`src/rtl/fifo_stream_reader_pkg.sv`:
```
// fifo_reader_pkg: shared constants and types for the FIFO stream reader.
//   SKID_DEPTH : number of entries in the output buffer.
//   occ_t      : buffer occupancy (0..SKID_DEPTH).
package fifo_reader_pkg;

  localparam int unsigned SKID_DEPTH = 2;

  typedef logic [1:0] occ_t;

endpackage

```
`src/rtl/fifo_stream_reader_if.sv`:
```
// fifo_stream_reader_if: FIFO-side and stream-side handshake bundle.
//   empty, fifoData, read       : FIFO pop interface (data arrives one cycle after read)
//   outValid, outReady, outData : downstream valid/ready stream
// master = the reader block, slave = the FIFO/downstream side.
interface fifo_stream_reader_if #(
  parameter int unsigned width = 8
) ();

  logic             empty;
  logic [width-1:0] fifoData;
  logic             read;
  logic             outValid;
  logic             outReady;
  logic [width-1:0] outData;

  modport master (
    input  empty, fifoData, outReady,
    output read, outValid, outData
  );

  modport slave (
    output empty, fifoData, outReady,
    input  read, outValid, outData
  );

endinterface

```
`src/rtl/fifo_stream_reader_skid_buf.sv`:
```
// reader_skid_buf: 2-entry in-order buffer between the FIFO read port and the
// output stream.
//   clk, reset : clock, synchronous active-high reset
//   push, din  : write din at the tail
//   pop        : drop the head word (caller guarantees occupancy != 0)
//   dout       : head (oldest) word
//   occupancy  : number of stored words
module reader_skid_buf
  import fifo_reader_pkg::*;
#(
  parameter int unsigned width = 8
) (
  input  logic             clk,
  input  logic             reset,
  input  logic             push,
  input  logic             pop,
  input  logic [width-1:0] din,
  output logic [width-1:0] dout,
  output occ_t             occupancy
);

  logic [width-1:0] mem [SKID_DEPTH];
  logic             wr_ptr;
  logic             rd_ptr;

  always_ff @(posedge clk) begin
    if (reset) begin
      wr_ptr    <= 1'b0;
      rd_ptr    <= 1'b0;
      occupancy <= '0;
      for (int unsigned i = 0; i < SKID_DEPTH; i++) begin
        mem[i] <= '0;
      end
    end else begin
      if (push) begin
        mem[wr_ptr] <= din;
        wr_ptr      <= ~wr_ptr;
      end
      if (pop) begin
        rd_ptr <= ~rd_ptr;
      end
      // Simultaneous push and pop leaves occupancy unchanged.
      unique case ({push, pop})
        2'b10:   occupancy <= occupancy + 2'd1;
        2'b01:   occupancy <= occupancy - 2'd1;
        default: occupancy <= occupancy;
      endcase
    end
  end

  assign dout = mem[rd_ptr];

endmodule

```
`src/rtl/fifo_stream_reader.sv`:
```
// fifo_stream_reader: pulls words from a first-word-latency-1 FIFO and presents
// them as a valid/ready stream through a 2-entry buffer.
//   clk, reset : clock, synchronous active-high reset
//   enable     : permits new FIFO reads (buffered/in-flight words still drain)
//   bus        : FIFO pop port and output stream (master modport)
//   wordCount  : words accepted downstream since reset (wraps)
//   busy       : a read is in flight or the buffer holds data
module fifo_stream_reader
  import fifo_reader_pkg::*;
#(
  parameter int unsigned width    = 8,
  parameter int unsigned cntWidth = 16
) (
  input  logic                   clk,
  input  logic                   reset,
  input  logic                   enable,
  fifo_stream_reader_if.master   bus,
  output logic [cntWidth-1:0]    wordCount,
  output logic                   busy
);

  logic       in_flight;
  logic       pop;
  logic       has_data;
  logic [2:0] credit;
  occ_t       occupancy;

  assign has_data     = (occupancy != '0);
  assign bus.outValid = has_data && !reset;
  assign pop          = bus.outValid && bus.outReady;

  // Words committed to the buffer by the next edge; a new read only lands one
  // cycle later, so it must fit on top of this figure.
  assign credit   = 3'(occupancy) + 3'(in_flight) - 3'(pop);
  assign bus.read = !reset && enable && !bus.empty && (credit < 3'(SKID_DEPTH));

  assign busy = !reset && (in_flight || has_data);

  always_ff @(posedge clk) begin
    if (reset) begin
      in_flight <= 1'b0;
      wordCount <= '0;
    end else begin
      in_flight <= bus.read;
      if (pop) begin
        wordCount <= wordCount + cntWidth'(1);
      end
    end
  end

  reader_skid_buf #(
    .width(width)
  ) u_skid (
    .clk      (clk),
    .reset    (reset),
    .push     (in_flight),
    .pop      (pop),
    .din      (bus.fifoData),
    .dout     (bus.outData),
    .occupancy(occupancy)
  );

endmodule

```
`src/flat_wrapper.sv`:
```
// flat-port wrapper written by rule: the top's interface ports become plain ports
module fifo_stream_reader_flat import fifo_reader_pkg::*;
#(
  parameter int unsigned width    = 8,
  parameter int unsigned cntWidth = 16
)
  (clk, reset, enable, wordCount, busy, bus_empty, bus_fifoData, bus_outReady, bus_read, bus_outValid, bus_outData);
  fifo_stream_reader_if #(.width(width)) bus_i ();
  input  logic clk;
  input  logic reset;
  input  logic enable;
  output logic [cntWidth-1:0] wordCount;
  output logic busy;
  input wire logic [$bits(bus_i.empty)-1:0] bus_empty;
  input wire logic [$bits(bus_i.fifoData)-1:0] bus_fifoData;
  input wire logic [$bits(bus_i.outReady)-1:0] bus_outReady;
  output wire logic [$bits(bus_i.read)-1:0] bus_read;
  output wire logic [$bits(bus_i.outValid)-1:0] bus_outValid;
  output wire logic [$bits(bus_i.outData)-1:0] bus_outData;
  assign bus_i.empty = bus_empty;
  assign bus_i.fifoData = bus_fifoData;
  assign bus_i.outReady = bus_outReady;
  assign bus_read = bus_i.read;
  assign bus_outValid = bus_i.outValid;
  assign bus_outData = bus_i.outData;
  fifo_stream_reader #(.width(width), .cntWidth(cntWidth)) u_core (.clk(clk), .reset(reset), .enable(enable), .bus(bus_i), .wordCount(wordCount), .busy(busy));
endmodule
```
`config.mk`:
```
export PLATFORM = sky130hd
export DESIGN_NAME = fifo_stream_reader_flat
export DESIGN_NICKNAME = d
export VERILOG_FILES = /design/src/rtl/fifo_stream_reader_pkg.sv /design/src/rtl/fifo_stream_reader_if.sv /design/src/rtl/fifo_stream_reader_skid_buf.sv /design/src/rtl/fifo_stream_reader.sv /design/src/flat_wrapper.sv
export SDC_FILE = /design/constraint.sdc
export NUM_CORES = 1
export LEC_CHECK = 0
export BUFFER_PORTS_ARGS = -buffer_cell sky130_fd_sc_hd__clkbuf_2
export CORE_MARGIN = 2
export CORE_UTILIZATION = 37
export DETAILED_ROUTE_END_ITERATION = 12
export GPL_ROUTABILITY_DRIVEN = 0
export PLACE_DENSITY = 0.58
export SLEW_MARGIN = 30
export SYNTH_ARGS = -nofsm -noshare
export SYNTH_HDL_FRONTEND = slang
export SYNTH_SLANG_ARGS = --single-unit
```
`constraint.sdc`:
```
create_clock -name clk -period 2.29 [get_ports clk]
set_clock_uncertainty 0.05 [all_clocks]
set_input_delay 0.1145 -clock clk [delete_from_list [all_inputs] [get_ports clk]]
set_output_delay 0.1145 -clock clk [all_outputs]
set_load 0.01 [all_outputs]
```
==> impl_summary.txt <==
----------------------------------------------------
[Floorplanning]
  Die area ... 0.00536 sq mm
  Die Y ... 73.2 um
  Core box area ... 0.00466 sq mm
  Number of ports placed on the die boundary ... 40
  Horizontal die dimension ... ~73 um
  Std-Cell Rows ... 25
  Initial Utilization ... 0.380

[Cells and area]
  Final non-filler cell area ... 0.00217 sq mm
  P&R area growth vs syn ... 22.6%
  NumNets Final ... about 230
  Most common cell after layout, fill and taps aside ... sky130_fd_sc_hd__clkbuf_2
  Top library cells by usage in the layout, fill and taps aside ... sky130_fd_sc_hd__clkbuf_2, sky130_fd_sc_hd__dfxtp_1, sky130_fd_sc_hd__and2_1
  Inserted Diodes ... 0
  Share of layout cells above drive strength 1 ... 0.343

[Global route]
  Pin count of the biggest net entering global routing ... 26
  Number of antenna violations at the first check in global routing ... 0
  Number of global-route vias before repair ... 1300
  First-pass GRT wire length ... about 5.7 mm
  Congestion Overflow GR ... 0
  All-layer global routing usage ... 0.139

[Route]
  Remaining antenna violation count after routing ... 0
  Number of violations reported at the end of detailed-routing iteration 0 ... 47
  Router iterations before antenna repair ... 4
  Average vias per placed instance ... roughly 4.9
  Wirelength, routed ... between 3 and 4 mm
  Average detailed-routed wire length per instance ... about 13 um
  Total vias in the final route ... between 1000 and 1500
  Drc violations ... 0

[Place]
  Post-placement cell area ... just over 0.002 sq mm
  Pre-CTS setup slack ... just over 30 ps
  Buffers added on ports ... 39
  Placed wire-length estimate ... between 2 and 2.5 mm

[STA]
  Final worst-path cycle share ... 1.02
  Hold Fails Final Rpt ... 0
  Final setup violating endpoints ... 1
  Setup TNS ... -43.2 ps
  Hold slack ... approximately 74 ps
  Worst slew margin relative to its limit ... 0.672
  Setup repair after global routing missed its margin ... yes
  Slew at the pin with the worst max-slew slack ... 490 ps
  Worst path setup slack after routing ... -43.2 ps
  Final number of max-transition violations ... 0
  Post-route minimum period ... around 2300 ps
  Highest attainable clock frequency ... 429 MHz

[Outcome]
  Result of the run ... complete, but fails checks
  Violations in the final reports ... setup timing

[Critical path]
  Register-to-Register Path Depth ... 8
  Worst reg-to-reg setup slack ... 410 ps
  Startpoint type of the worst setup path ... flop
  Critical R2R Launch ... u_core.u_skid.occupancy[0]$_SDFFE_PP0N_
  Worst-path cell chain ... o21ba_4 > nand2_4 > inv_4 > ha_4 > nand2b_4 > fa_1 > nand4bb_1 > nor2_2 > buf_2
  Kind of end point of the critical path ... output pin
  Critical Path Max Stage Delay ... 480 ps
  CP Data Required Time ... approximately 2100 ps
  Cell with the largest stage delay on the worst path ... sky130_fd_sc_hd__fa_1
  Data arrival time of the worst path ... 2170 ps
  Maximum fanout encountered on the critical timing path ... 4
  Reg-to-reg critical path endpoint ... u_core.in_flight$_SDFF_PP0_
  Critical path class ... flop to output pin

[Clock network]
  CTS tree ... done
  Hold buffers post-CTS ... 0
  Num CTS Buffers ... 5
  CTS max path bufs ... 2
  CTS H-tree lvls ... 2
  CTS clk-pin slew, worst paths ... 70 ps
  Insertion delay of the later-clocked pin in the worst-skew pair ... 280 ps
  Clock root cell ... sky130_fd_sc_hd__clkbuf_8
  Number of clock sinks seen by CTS ... 38

[Pwr]
  Peak VDD IR ... approximately 0.00027 V
  Power density of the placed cells ... slightly above 600 mW/mm^2
  Cell leakage power ... about 0.9 nW
  Total design power ... 1.34 mW

[Synthesis]
  Total number of yosys warnings ... 0
  Leading post-synthesis cells by cell area ... sky130_fd_sc_hd__edfxtp_1, sky130_fd_sc_hd__dfxtp_1, sky130_fd_sc_hd__and2_1, sky130_fd_sc_hd__mux2_2, sky130_fd_sc_hd__xor2_1
  Nets in the synthesized netlist ... between 150 and 200
  Synth top area share ... 0.271
  Synth area leader ... sky130_fd_sc_hd__edfxtp_1
  Synthesis-stage register bit count ... 38
  Seq/Total Area, Yosys ... 0.520
  Instance count of the mapped netlist ... about 160
  Synthesized area divided by synthesized cell count ... 10.9 sq um
  Synth Cell Area ... about 0.0018 sq mm
  Netlist cell types ... 32

[Worst hold path]
  Min-Delay Startpoint ... bus_fifoData[7]
  Hold Path Depth ... 2
  End point of the most critical hold path ... u_core.u_skid.mem[1][7]$_SDFFCE_PN0P_
  Hold WC Path Type ... primary input to flop

[Flow run]
  Count of max-cap constraint violations ... 0

----------------------------------------------------
sequential cells by signal (all words and copies together), names as in the netlist, named ones only:
| register | flops |
|---|---|
| u_core.u_skid.mem | 16 |
| u_core.wordCount | 16 |
| u_core.u_skid.occupancy | 2 |
| u_core.in_flight | 1 |
| u_core.u_skid.rd_ptr | 1 |
| u_core.u_skid.wr_ptr | 1 |
worst max-delay path by stage:
stage | from | endpoint | cells after the start
final | u_core.u_skid.occupancy[0]$_SDFFE_PP0N_ | bus_read | 9
after global routing | u_core.u_skid.occupancy[0]$_SDFFE_PP0N_ | bus_read | 9
after CTS | u_core.u_skid.occupancy[0]$_SDFFE_PP0N_ | bus_read | 9
after detailed placement | u_core.u_skid.occupancy[0]$_SDFFE_PP0N_ | bus_read | 9
after global placement | u_core.u_skid.occupancy[0]$_SDFFE_PP0N_ | bus_read | 9
after floorplan | u_core.u_skid.occupancy[0]$_SDFFE_PP0N_ | bus_read | 9
Yosys cell counts:
master                      number
sky130_fd_sc_hd__mux2_2          8
sky130_fd_sc_hd__xnor2_1         2
sky130_fd_sc_hd__nand4bb_1       1
sky130_fd_sc_hd__dfxtp_1        22
sky130_fd_sc_hd__buf_6           2
sky130_fd_sc_hd__inv_1           5
sky130_fd_sc_hd__nand2_1         5
sky130_fd_sc_hd__nand3_4         1
sky130_fd_sc_hd__o31ai_1         5
sky130_fd_sc_hd__o21ba_4         1
sky130_fd_sc_hd__and2_1         18
sky130_fd_sc_hd__or2_2           1
sky130_fd_sc_hd__a21oi_1        10
sky130_fd_sc_hd__and4_4          1
sky130_fd_sc_hd__nand4_1         6
sky130_fd_sc_hd__fa_1            1
sky130_fd_sc_hd__buf_2           1
sky130_fd_sc_hd__nand3b_1        1
sky130_fd_sc_hd__xor2_1          9
sky130_fd_sc_hd__nor2_1         14
sky130_fd_sc_hd__a21o_1          1
sky130_fd_sc_hd__ha_1            3
sky130_fd_sc_hd__or4_1           5
sky130_fd_sc_hd__nand2b_1        3
sky130_fd_sc_hd__edfxtp_1       16
sky130_fd_sc_hd__and4_1          1
sky130_fd_sc_hd__nand3_2         2
sky130_fd_sc_hd__clkbuf_1        3
sky130_fd_sc_hd__nand3_1         3
sky130_fd_sc_hd__or3_1           5
sky130_fd_sc_hd__and3_1          1
sky130_fd_sc_hd__o21ai_0         5
critical path, delay by kind of cell, from the launching register on:
family	cells	cell delay, ps
AOI/OAI and AO/OA	1	220
DFF	1	330
and+or+nand+nor	4	450
buffers and inverters	2	170
adders and majority gates	2	720
power by group:
group | total (mW) | switching, mW | internal (mW)
registers | 0.741 | 0.0124 | 0.729
clock network | 0.461 | 0.216 | 0.245
logic | 0.137 | 0.0716 | 0.0659
total | 1.34 | 0.300 | 1.04
cells by family (layout without fill, tap and decap cells):
group           count (synthesis)  after routing  share of synthesized area
buf+inv                        11             59                     0.0325
xor+xnor                       11             11                     0.0544
compound gates                 22             22                     0.0770
fa+ha+maj                       4              4                     0.0325
mux                             8              8                     0.0508
flops                          38             38                      0.520
simple gates                   68             68                      0.233
routing by layer:
| metal | track usage | up-vias | routed length [um] |
|---|---|---|---|
| li1 | - | 669 | - |
| met3 | 0.0497 | 4 | 205 |
| met5 | 0 | - | 0 |
| met4 | 0.0391 | 0 | 31 |
| met2 | 0.231 | 33 | 1610 |
| met1 | 0.169 | 600 | 1610 |
what timing repair did:
| item | in CTS | in global routing |
|---|---|---|
| buffers inserted | 1 | 1 |
| resized for setup | 6 | 1 |
| endpoints found under the setup margin | 1 | 1 |
| cloned | 0 | 0 |
| pin swaps | 3 | 2 |
metrics by stage:
stage / util / std cells
detailed placement: 0.437 / 254
global route: 0.466 / 264
CTS: 0.464 / 263
floorplan: - / 162
global placement: 0.437 / 254
finish: 0.466 / 264
final cells by class:
type,instances,area [sq um]
clock buffers,8,90.1
fillers,425,2490
inverters,5,21.3
multi-input cells,113,823
flip-flops and latches,38,922
well taps,54,67.6
repair buffers,46,248
No activity file was read; power rests on OpenSTA's default activity.
